### src/rtl/disp_arb_pkg.sv
`default_nettype none
// +----------------------------------------------------------------------------+
// | disp_arb_pkg: state, grant-ID and width definitions for disp_arbiter.      |
// | HOLD/FLUSH states exist only when DISP_ARB_HOLD_EN is defined.             |
// | Revision: 1.0                                                              |
// +----------------------------------------------------------------------------+
package disp_arb_pkg;

    localparam int WR_DATA_W = 32;

    typedef enum logic {
        CNT  = 1'b0,
        STEP = 1'b1
    } gnt_id_t;

`ifdef DISP_ARB_HOLD_EN
    typedef enum logic [2:0] {
        IDLE    = 3'd0,
        WR_CNT  = 3'd1,
        WR_STEP = 3'd2,
        HOLD    = 3'd3,
        FLUSH   = 3'd4
    } state_t;
`else
    typedef enum logic [1:0] {
        IDLE    = 2'd0,
        WR_CNT  = 2'd1,
        WR_STEP = 2'd2
    } state_t;
`endif

endpackage
`default_nettype wire

### src/rtl/disp_arbiter_hold_timer.sv
`default_nettype none
// +----------------------------------------------------------------------------+
// | hold_timer: loadable down-counter that saturates at zero and pulses        |
// | expire during the last counted cycle.                                      |
// | Revision: 1.0                                                              |
// +----------------------------------------------------------------------------+
module hold_timer #(
    parameter int unsigned HOLD_CYCLES = 200000000
) (
    input  logic                             clk,
    input  logic                             rst_n,
    input  logic                             load,
    input  logic [$clog2(HOLD_CYCLES+1)-1:0] load_val,
    output logic                             expire
);

    localparam int TIMER_W = $clog2(HOLD_CYCLES + 1);

    logic [TIMER_W-1:0] count;

    always_ff @(posedge clk or negedge rst_n) begin
        if (!rst_n) begin
            count <= '0;
        end else if (load) begin
            count <= load_val;
        end else if (count != '0) begin
            count <= count - 1'b1;
        end
    end

    // A load of N yields exactly N cycles before expiry is acted upon.
    assign expire = (count == TIMER_W'(1));

endmodule
`default_nettype wire

### src/rtl/disp_arbiter.sv
`default_nettype none
// +----------------------------------------------------------------------------+
// | disp_arbiter: round-robin arbiter for count/step writes to a 7-seg display.|
// | Define DISP_ARB_HOLD_EN to keep step values up for HOLD_CYCLES cycles.     |
// | Revision: 1.0                                                              |
// +----------------------------------------------------------------------------+
module disp_arbiter
    import disp_arb_pkg::*;
#(
    parameter int unsigned DATA_W      = 16,
    parameter int unsigned HOLD_CYCLES = 200000000
) (
    input  logic                 clk,
    input  logic                 rst,
    input  logic                 cnt_req,
    input  logic [DATA_W-1:0]    cnt_data,
    output logic                 cnt_gnt,
    input  logic                 step_req,
    input  logic [DATA_W-1:0]    step_data,
    output logic                 step_gnt,
    output logic                 wr_en,
    output logic [WR_DATA_W-1:0] wr_data,
    output logic                 show_step
);

    state_t  state;
    state_t  next_state;
    gnt_id_t last_gnt;
    logic    cnt_mask;
    logic    step_mask;
    logic    cnt_ok;
    logic    step_ok;

    // A request still high in the cycle right after its grant is stale.
    assign cnt_ok  = cnt_req  & ~cnt_mask;
    assign step_ok = step_req & ~step_mask;

`ifdef DISP_ARB_HOLD_EN
    localparam int TIMER_W = $clog2(HOLD_CYCLES + 1);

    logic              timer_load;
    logic              expire;
    logic              pend_load;
    logic              pend_valid;
    logic [DATA_W-1:0] pend_data;

    hold_timer #(
        .HOLD_CYCLES (HOLD_CYCLES)
    ) u_hold_timer (
        .clk      (clk),
        .rst_n    (rst),
        .load     (timer_load),
        .load_val (TIMER_W'(HOLD_CYCLES)),
        .expire   (expire)
    );
`else
    logic unused_hold_cycles;
    assign unused_hold_cycles = (HOLD_CYCLES != 0);
`endif

    always_comb begin
        next_state = state;
        cnt_gnt    = 1'b0;
        step_gnt   = 1'b0;
        wr_en      = 1'b0;
        wr_data    = '0;
        show_step  = 1'b0;
`ifdef DISP_ARB_HOLD_EN
        timer_load = 1'b0;
        pend_load  = 1'b0;
`endif
        case (state)
            IDLE: begin
                if (cnt_ok && step_ok) begin
                    next_state = (last_gnt == STEP) ? WR_CNT : WR_STEP;
                end else if (cnt_ok) begin
                    next_state = WR_CNT;
                end else if (step_ok) begin
                    next_state = WR_STEP;
                end
            end
            WR_CNT: begin
                cnt_gnt    = 1'b1;
                wr_en      = 1'b1;
                wr_data    = WR_DATA_W'(cnt_data);
                next_state = IDLE;
            end
            WR_STEP: begin
                step_gnt   = 1'b1;
                wr_en      = 1'b1;
                wr_data    = WR_DATA_W'(step_data);
                show_step  = 1'b1;
`ifdef DISP_ARB_HOLD_EN
                timer_load = 1'b1;
                next_state = HOLD;
`else
                next_state = IDLE;
`endif
            end
`ifdef DISP_ARB_HOLD_EN
            HOLD: begin
                show_step = 1'b1;
                if (step_ok) begin
                    next_state = WR_STEP;
                end else begin
                    // Count is acknowledged now but parked until the hold ends.
                    if (cnt_ok) begin
                        cnt_gnt   = 1'b1;
                        pend_load = 1'b1;
                    end
                    if (expire) begin
                        next_state = (pend_valid || cnt_ok) ? FLUSH : IDLE;
                    end
                end
            end
            FLUSH: begin
                wr_en      = 1'b1;
                wr_data    = WR_DATA_W'(pend_data);
                next_state = IDLE;
            end
`endif
            default: next_state = IDLE;
        endcase
    end

    always_ff @(posedge clk or negedge rst) begin
        if (!rst) begin
            state     <= IDLE;
            last_gnt  <= STEP;
            cnt_mask  <= 1'b0;
            step_mask <= 1'b0;
        end else begin
            state     <= next_state;
            cnt_mask  <= cnt_gnt;
            step_mask <= step_gnt;
            if (cnt_gnt) begin
                last_gnt <= CNT;
            end else if (step_gnt) begin
                last_gnt <= STEP;
            end
        end
    end

`ifdef DISP_ARB_HOLD_EN
    always_ff @(posedge clk or negedge rst) begin
        if (!rst) begin
            pend_valid <= 1'b0;
            pend_data  <= '0;
        end else if (pend_load) begin
            pend_valid <= 1'b1;
            pend_data  <= cnt_data;
        end else if (state == FLUSH) begin
            pend_valid <= 1'b0;
        end
    end
`endif

endmodule
`default_nettype wire

### config.mk
export PLATFORM = sky130hd
export DESIGN_NAME = disp_arbiter
export DESIGN_NICKNAME = d
export VERILOG_FILES = /design/src/rtl/disp_arb_pkg.sv /design/src/rtl/disp_arbiter_hold_timer.sv /design/src/rtl/disp_arbiter.sv
export SDC_FILE = /design/constraint.sdc
export NUM_CORES = 1
export LEC_CHECK = 0
export BUFFER_PORTS_ARGS = -buffer_cell sky130_fd_sc_hd__buf_2
export CORE_MARGIN = 2
export CORE_UTILIZATION = 31
export CTS_CLUSTER_DIAMETER = 30
export DETAILED_ROUTE_END_ITERATION = 7
export GPL_ROUTABILITY_DRIVEN = 0
export PLACE_DENSITY = 0.75
export SLEW_MARGIN = 15
export SYNTH_ARGS = -nofsm -noshare
export SYNTH_HDL_FRONTEND = slang
export SYNTH_SLANG_ARGS = --single-unit
### constraint.sdc
create_clock -name clk -period 2 [get_ports clk]
set_input_delay 0.5 -clock clk [delete_from_list [all_inputs] [get_ports clk]]
set_output_delay 0.5 -clock clk [all_outputs]
set_load 0.02 [all_outputs]
==> results.json, run 1 <==
{
  "antenna_found_initial": 0,
  "required_ns": 1.50,
  "grt_setup_unrepaired": "yes",
  "multi_input_area_sq_um": 395,
  "coreArea_sq_um": 1710,
  "layout.nets": 158,
  "synth_mux_area_share_pct": 1.78,
  "syn_to_final_growth_pct": 75.6,
  "cts_made_buffers": 3,
  "dieArea_sq_um": 2170,
  "cp_num_buf_inv": 2,
  "max_stage_delay_ns": 0.39,
  "grt_pass1_vias": 544,
  "drive_gt1_share_pct": 65.3,
  "avgViaCountPerCell": 4.20,
  "fin_util_pct": 57.9,
  "layout_min_cycle_time_ns": 2.02,
  "ys_seq_elements": 5,
  "synth_area_sq_um": 563,
  "preCtsSetupSlack_ns": -0.100,
  "io_pins": 72,
  "end_kind": "output port",
  "post-route-drc-count": 0,
  "path_cells": "inv_2 -> ha_4 -> and2_4 -> a22o_4 -> buf_6",
  "wl_per_cell_um": 12.1,
  "p_leak_uw": 0.000561,
  "violations": "negative setup slack",
  "drt_first_iter_violations": 2,
  "synthAdderAreaFrac_pct": 6.67,
  "placed_area_sq_um": 767,
  "io_buffers": 55,
  "slew_viol_final": 0,
  "clk_pin_slew_ns": 0.04,
  "fin_area_sq_um": 988,
  "ant_nets": 0,
  "syn_inst": 60,
  "path_class": "register to output port",
  "holdCritPathClass": "input pin to async pin",
  "yosys.area_share.simple_pct": 7.11,
  "fp.dieH_um": 46.6,
  "diodes": 0,
  "cp.arrival_ns": 1.52,
  "crit_path_start_kind": "register",
  "setup_viol": 7,
  "die_w_um": 46.6,
  "cts_sinks": 5,
  "initial_core_util_pct": 33.0,
  "synth_xor_area_share_pct": 0,
  "fill_cells": 146,
  "crit_family": "flip-flops",
  "drv_cap": 0,
  "fp-row-count": 15,
  "avgSynthCellArea_sq_um": 9.38,
  "dp_hpwl_mm": 1.27,
  "fmax_mhz": 494,
  "clk_path_buf_depth": 2,
  "seq_area_frac_synth_pct": 22.4,
  "synth_compound_area_share_pct": 29.3,
  "vdd_drop_max_v": 0.00102,
  "seqCellArea_sq_um": 126,
  "root_buffer": "clkbuf_4",
  "clock_skew_ns": 0.000911,
  "crit_slowest_cell": "dfrtp_1",
  "yosys_warnings": 0,
  "clk_latency_ns": 0.24,
  "cts_tree": "built",
  "setup_tns_ns": -0.116,
  "overflow": 0,
  "dr.pass1.iters": 4,
  "num_vias": 600,
  "whs_ns": 0.0647,
  "cts-htree-levels": 1,
  "yosysUniqueCellTypes": 21,
  "hold_viol": 0,
  "p_per_area_nw_per_um2": 1430,
  "routed_wl_mm": 1.73,
  "grt_util_all_layers_pct": 15.0,
  "grt_max_degree": 9,
  "fin_crit_sh_pct": 101,
  "synth_top_family_by_area": "buffers and inverters",
  "cp_max_fo": 8,
  "outcome": "finished, violations left",
  "grt_pass1_wl_mm": 2.33,
  "setup_ws_ns": -0.0247
}
cells by family (layout without fill, tap and decap cells):
| group | Yosys count | in the layout |
|---|---|---|
| AOI/OAI and AO/OA | 19 | 19 |
| adders and majority gates | 3 | 3 |
| buffers and inverters | 24 | 65 |
| DFF | 5 | 5 |
| muxes | 1 | 1 |
| other | 1 | 16 |
| and+or+nand+nor | 7 | 9 |
cells in the mapped netlist:
master	instances	area (sq um)
a22o_1	10	87.6
o21a_1	1	7.51
buf_8	1	15.0
a21oi_1	1	5.00
dfstp_2	1	26.3
inv_1	3	11.3
dfrtp_1	4	100
nand2b_1	1	6.26
o21ai_0	1	5.00
nand3_1	1	5.00
nor2b_1	1	6.26
and2_4	1	8.76
nand2_1	1	3.75
conb_1	1	3.75
buf_4	19	143
a22o_2	6	60.1
ha_1	3	37.5
and2_1	1	6.26
nor2_1	1	3.75
mux2i_1	1	10.0
buf_6	1	11.3
worst reg2reg max path, delay by kind of cell, from the launching register on:
kind	cells	cell delay [ns]
buffers and inverters	2	0.18
DFF	1	0.36
muxes	1	0.17
adders and majority gates	1	0.30
layer usage:
layer / vias to the layer above / routed length [um] / global-route usage, %
met3: 0 / 183 / 1.57
met2: 39 / 904 / 28.1
met5: - / 0 / 0
met4: 0 / 0 / 6.67
li1: 296 / - / -
met1: 265 / 639 / 16.7
flip-flops by register name, indices dropped and copies added, names as in the netlist:
register / cells
state: 2
cnt_mask: 1
last_gnt: 1
step_mask: 1
metrics by stage:
step / power [uW] / instances
after global routing: 1500 / 143
after CTS: 1410 / 143
final: 1410 / 143
after floorplan: 811 / 75
after detailed placement: 954 / 135
after global placement: 935 / 135
path summary, 6_finish.rpt:
check	from	to	slack, ns	depth (start not counted)
hold reg to reg	last_gnt	last_gnt	0.47	2
min in group clk	last_gnt	last_gnt	0.47	2
setup / recovery	state[1]	wr_data[7]	-0.02	5
setup reg to reg	state[1]	last_gnt	0.92	4
hold / removal	rst	cnt_mask	0.06	1
max in group asynchronous	rst	last_gnt	1.73	1
layout by cell type (no fill, tap or decap), drive strengths merged:
master,instances
dfrtp,4
a22o,16
ha,3
buf,58
dfstp,1
a21oi,1
nand2b,1
inv,3
clkbuf,4
nor2b,1
mux2i,1
o21a,1
o21ai,1
nand2,1
and2,4
nand3,1
nor2,1
conb,16
area by class of cell:
| class | instances | area share, % |
|---|---|---|
| Sequential cell | 5 | 12.8 |
| Tap cell | 25 | 3.16 |
| Inverter | 3 | 1.14 |
| Multi-Input combinational cell | 48 | 40.0 |
| Timing Repair Buffer | 58 | 40.3 |
| Clock buffer | 4 | 2.66 |
where the power goes:
part           internal (uW)  switching, uW  total [uW]
clock                   75.2           37.8         113
sequential               149           21.0         170
combinational            562            566        1130
what timing repair did:
| action | in CTS | in global routing |
|---|---|---|
| pin swaps | 18 | 1 |
| buffers inserted | 2 | 0 |
| gates cloned | 2 | 0 |
| setup endpoints to repair | 16 | 16 |
| resized for setup | 47 | 0 |
| hold buffers | 0 | 0 |
No activity file was read; power rests on OpenSTA's default activity.
==> run 2, diff against run 1 <==
--- a/config.mk
+++ b/config.mk
@@ -6,12 +6,14 @@
 export NUM_CORES = 1
 export LEC_CHECK = 0
 export BUFFER_PORTS_ARGS = -buffer_cell sky130_fd_sc_hd__buf_2
-export CORE_MARGIN = 2
-export CORE_UTILIZATION = 31
+export CELL_PAD_IN_SITES_DETAIL_PLACEMENT = 0
+export CELL_PAD_IN_SITES_GLOBAL_PLACEMENT = 1
+export CORE_MARGIN = 5
+export CORE_UTILIZATION = 19
 export CTS_CLUSTER_DIAMETER = 30
 export DETAILED_ROUTE_END_ITERATION = 7
 export GPL_ROUTABILITY_DRIVEN = 0
-export PLACE_DENSITY = 0.75
+export PLACE_DENSITY = 0.73
 export SLEW_MARGIN = 15
 export SYNTH_ARGS = -nofsm -noshare
 export SYNTH_HDL_FRONTEND = slang
==> run 2 against run 1 <==
  * The flow still finishes with violations (negative setup slack)
  * Worst hold slack better by 0.00077 ns
  * Highest routed layer unchanged
  * Clock-buffer cell count did not move
  * Via count increased by 12%
  * Largest power group unchanged
  * Sequential share of layout area down 0.83 points
  * First-iteration DRC count rose to 4.5 times the previous value
  * Largest cell class unchanged
==> results.json, run 2 (synthesis gave the netlist of run 1 again) <==
{
  "coreArea_sq_um": 2810,
  "syn_to_final_growth_pct": 87.8,
  "required_ns": 1.50,
  "ant_nets": 0,
  "dr.pass1.iters": 2,
  "clk_path_buf_depth": 2,
  "grt_max_degree": 9,
  "post-route-drc-count": 0,
  "grt_pass1_wl_mm": 3.39,
  "setup_tns_ns": -0.0813,
  "initial_core_util_pct": 20.1,
  "p_per_area_nw_per_um2": 1460,
  "clock_skew_ns": 0.00159,
  "grt_util_all_layers_pct": 10.5,
  "clk_pin_slew_ns": 0.04,
  "p_leak_uw": 0.000591,
  "outcome": "finished, violations left",
  "io_pins": 72,
  "grt_pass1_vias": 696,
  "path_cells": "inv_2 -> ha_4 -> and2_4 -> a22o_4 -> buf_6",
  "dp_hpwl_mm": 1.73,
  "diodes": 0,
  "crit_slowest_cell": "dfrtp_1",
  "setup_viol": 8,
  "end_kind": "output port",
  "drive_gt1_share_pct": 66.7,
  "overflow": 0,
  "setup_ws_ns": -0.0176,
  "fin_area_sq_um": 1060,
  "total_power_uw": 1540,
  "hold_viol": 0,
  "path_class": "register to output port",
  "layout.nets": 163,
  "slew_viol_final": 0,
  "cp_max_fo": 8,
  "drt_first_iter_violations": 9,
  "max_stage_delay_ns": 0.38,
  "fp-row-count": 19,
  "cts_made_buffers": 3,
  "cts_tree": "built",
  "root_buffer": "clkbuf_4",
  "routed_wl_mm": 2.38,
  "placed_area_sq_um": 790,
  "violations": "negative setup slack",
  "final_cell_mix": "buf_2, buf_6, conb_1",
  "fmax_mhz": 496,
  "multi_input_area_sq_um": 415,
  "wl_per_cell_um": 15.4,
  "drv_cap": 0,
  "num_vias": 673,
  "regMostFlops": "state",
  "crit_path_start_kind": "register",
  "clk_latency_ns": 0.24,
  "cts-htree-levels": 1,
  "die_w_um": 64.4,
  "seqCellArea_sq_um": 126,
  "final_common_cell": "buf_2",
  "layout_min_cycle_time_ns": 2.02,
  "cp_num_buf_inv": 2,
  "fin_crit_sh_pct": 101,
  "fp.dieH_um": 64.4,
  "io_buffers": 55,
  "cp.arrival_ns": 1.52,
  "grt_setup_unrepaired": "yes",
  "antenna_found_initial": 0,
  "crit_family": "flip-flops",
  "holdCritPathClass": "input pin to async pin",
  "avgViaCountPerCell": 4.37,
  "cts_sinks": 5,
  "largest_reg_flops": 2,
  "fill_cells": 269,
  "dieArea_sq_um": 4150,
  "vdd_drop_max_v": 0.000631
}
[run 2: what timing repair did]
action                                  CTS  global route
buffers inserted                          4             1
pin swaps                                16             5
hold buffers                              0             0
cloned                                    2             0
gates resized for setup                  46             4
endpoints found under the hold margin     0             0
endpoints found under the setup margin   16            16
[run 2: metal layers]
| metal | part of all wire (%) | vias to the layer above | wire (um) | GRT usage, % |
|---|---|---|---|---|
| met5 | 0 | - | 0 | 0 |
| met4 | 0 | 0 | 0 | 1.58 |
| met3 | 18 | 0 | 425 | 6.22 |
| met2 | 50 | 58 | 1190 | 19.7 |
| met1 | 32 | 309 | 766 | 10.1 |
| li1 | - | 306 | - | - |
[run 2: worst paths after layout]
kind / start / end / slack [ns] / cells past startpoint
worst max-delay path: state[1] / wr_data[4] / -0.02 / 5
worst min-delay path: rst / state[0] / 0.07 / 1
worst max register to register: state[0] / last_gnt / 0.92 / 4
worst min register to register: last_gnt / last_gnt / 0.47 / 2
max in group asynchronous: rst / last_gnt / 1.72 / 1
min in group clk: last_gnt / last_gnt / 0.47 / 2
[run 2: stage by stage]
| step | setup WS [ns] | hold WS (ns) | instances | util, % |
|---|---|---|---|---|
| 2_1_floorplan | 0.0188 | 0.204 | 75 | - |
| 3_3_place_gp | -0.102 | 0.317 | 143 | 28.1 |
| 3_5_place_dp | -0.167 | 0.321 | 143 | 28.1 |
| 4_1_cts | -0.0273 | 0.0608 | 153 | 37.0 |
| 5_1_grt | -0.0893 | 0.0506 | 154 | 37.7 |
| 6_report | -0.0176 | 0.0655 | 154 | 37.7 |
[run 2: final cells by class]
cell class	instances	area share, %
repair buffers	63	41.5
inverters	3	1.07
clock buffers	4	2.49
flip-flops and latches	5	12.0
well taps	31	3.67
multi-input cells	48	39.3
[run 2: worst reg2reg max path: cells and delay by family (launching register included)]
| family | cells | cell delay (ns) |
|---|---|---|
| adder cells (fa/ha/maj) | 1 | 0.30 |
| flip-flops | 1 | 0.35 |
| buffers and inverters | 2 | 0.19 |
| multiplexers | 1 | 0.18 |
[run 2: report_power, final]
group / leakage (uW) / switching [uW] / internal [uW] / total [uW]
sequential: 0.0000627 / 19.3 / 149 / 169
combinational: 0.000514 / 627 / 630 / 1260
clock: 0.0000150 / 42.4 / 75.5 / 118
total: 0.000591 / 689 / 855 / 1540
==> run 3, diff against run 2 <==
--- a/config.mk
+++ b/config.mk
@@ -13,7 +13,7 @@
 export CTS_CLUSTER_DIAMETER = 30
 export DETAILED_ROUTE_END_ITERATION = 7
 export GPL_ROUTABILITY_DRIVEN = 0
-export PLACE_DENSITY = 0.73
+export PLACE_DENSITY_LB_ADDON = 0.1
 export SLEW_MARGIN = 15
 export SYNTH_ARGS = -nofsm -noshare
 export SYNTH_HDL_FRONTEND = slang
==> run 3 against run 2 <==
  * The flow still finishes with violations (negative setup slack)
  * Routed wire length down 15%
  * Setup slack better by 0.0043 ns
  * First-iteration DRC count down 67%
  * Register-to-register slack about the same
  * Clock power down 3%
  * Clock-buffer cell count unchanged
  * Critical path type unchanged
  * Highest routed layer is now met4
==> results.json, run 3 (synthesis gave the netlist of run 1 again) <==
{
  "outcome": "finished, violations left",
  "violations": "negative setup slack",
  "fp-row-count": 19,
  "dr.pass1.iters": 3,
  "diodes": 0,
  "setup_ws_ns": -0.0133,
  "drv_cap": 0,
  "drt_first_iter_violations": 3,
  "clk_pin_slew_ns": 0.04,
  "layout_min_cycle_time_ns": 2.01,
  "place_inst": 143,
  "cts_tree": "built",
  "num_vias": 646,
  "p_per_area_nw_per_um2": 1440,
  "fp.dieH_um": 64.4,
  "post-route-drc-count": 0,
  "routed_wl_mm": 2.02,
  "p_leak_uw": 0.000588,
  "fin_crit_sh_pct": 101,
  "dieArea_sq_um": 4150,
  "root_buffer": "clkbuf_4",
  "grt_max_degree": 9,
  "clk_path_buf_depth": 2,
  "largest_reg_flops": 2,
  "cts_made_buffers": 3,
  "hold_viol": 0,
  "vdd_drop_max_v": 0.000642,
  "dp_hpwl_mm": 1.51,
  "layout.nets": 163,
  "regMostFlops": "state",
  "grt_util_all_layers_pct": 8.92,
  "ant_nets": 0,
  "grt_setup_unrepaired": "yes",
  "clk_latency_ns": 0.24,
  "avgViaCountPerCell": 4.19,
  "holdCritPathClass": "input pin to async pin",
  "end_kind": "output port",
  "io_pins": 72,
  "overflow": 0,
  "grt_pass1_wl_mm": 2.88,
  "cp_max_fo": 8,
  "coreArea_sq_um": 2810,
  "final_cell_mix": "buf_2, conb_1, buf_6",
  "preCtsSetupSlack_ns": -0.164,
  "cts-htree-levels": 1,
  "wl_per_cell_um": 13.1,
  "initial_core_util_pct": 20.1,
  "layout.cells.non_filler": 154,
  "final_common_cell": "buf_2",
  "clock_skew_ns": 0.00512,
  "syn_to_final_growth_pct": 85.3,
  "die_w_um": 64.4,
  "drive_gt1_share_pct": 66.7,
  "path_class": "register to output port",
  "io_buffers": 55,
  "fmax_mhz": 497,
  "cts_sinks": 5,
  "grt_pass1_vias": 598,
  "whs_ns": 0.0636,
  "antenna_found_initial": 0,
  "setup_viol": 6,
  "crit_path_start_kind": "register",
  "cp.arrival_ns": 1.51,
  "slew_viol_final": 0,
  "setup_tns_ns": -0.0545,
  "required_ns": 1.50
}
run 3: cell counts in the layout (fill, tap and decap cells not counted):
No cell type changed its count.
run 3: area by class of cell:
cell class | count | area (sq um)
Multi-Input combinational cell | 48 | 405
Timing Repair Buffer | 63 | 435
Clock buffer | 4 | 26.3
Tap cell | 31 | 38.8
Fill cell | 300 | 1760
Inverter | 3 | 11.3
Sequential cell | 5 | 126
run 3: metal layers:
metal | routed length (um) | vias up | global-route usage, %
li1 | - | 306 | -
met1 | 696 | 291 | 9.83
met2 | 1030 | 47 | 15.5
met3 | 276 | 2 | 3.11
met4 | 17 | 0 | 3.96
met5 | 0 | - | 0
run 3: final timing paths:
path | slack [ns] | from | endpoint | cells after the start
min | 0.06 | rst | cnt_mask | 1
max | -0.01 | state[0] | wr_data[3] | 5
min in group clk | 0.47 | last_gnt | last_gnt | 2
min reg2reg | 0.47 | last_gnt | last_gnt | 2
max reg2reg | 0.91 | state[1] | last_gnt | 4
max in group asynchronous | 1.72 | rst | last_gnt | 1
run 3: critical path, cell delays in order (launching register included):
cell,delay [ns]
dfrtp_1,0.38
inv_2,0.09
ha_4,0.22
and2_4,0.21
a22o_4,0.25
buf_6,0.13
run 3: repair_timing:
action / in CTS / in global routing
endpoints found under the setup margin: 16 / 16
pin swaps: 12 / 11
hold buffers: 0 / 0
buffers inserted: 2 / 3
gates resized for setup: 44 / 4
gates cloned: 2 / 0
run 3: through the flow:
stage	total power [uW]	instance area, sq um	util, %
floorplan	811	622	-
global placement	1010	790	28.1
detailed placement	1010	790	28.1
CTS	1460	1010	35.9
global route	1620	1040	37.2
finish	1500	1040	37.2
run 3: report_power, final:
| part | internal [uW] | switching (uW) | leakage [uW] |
|---|---|---|---|
| Clock | 75.3 | 39.1 | 0.0000150 |
| Combinational | 620 | 601 | 0.000510 |
| Sequential | 149 | 17.1 | 0.0000627 |
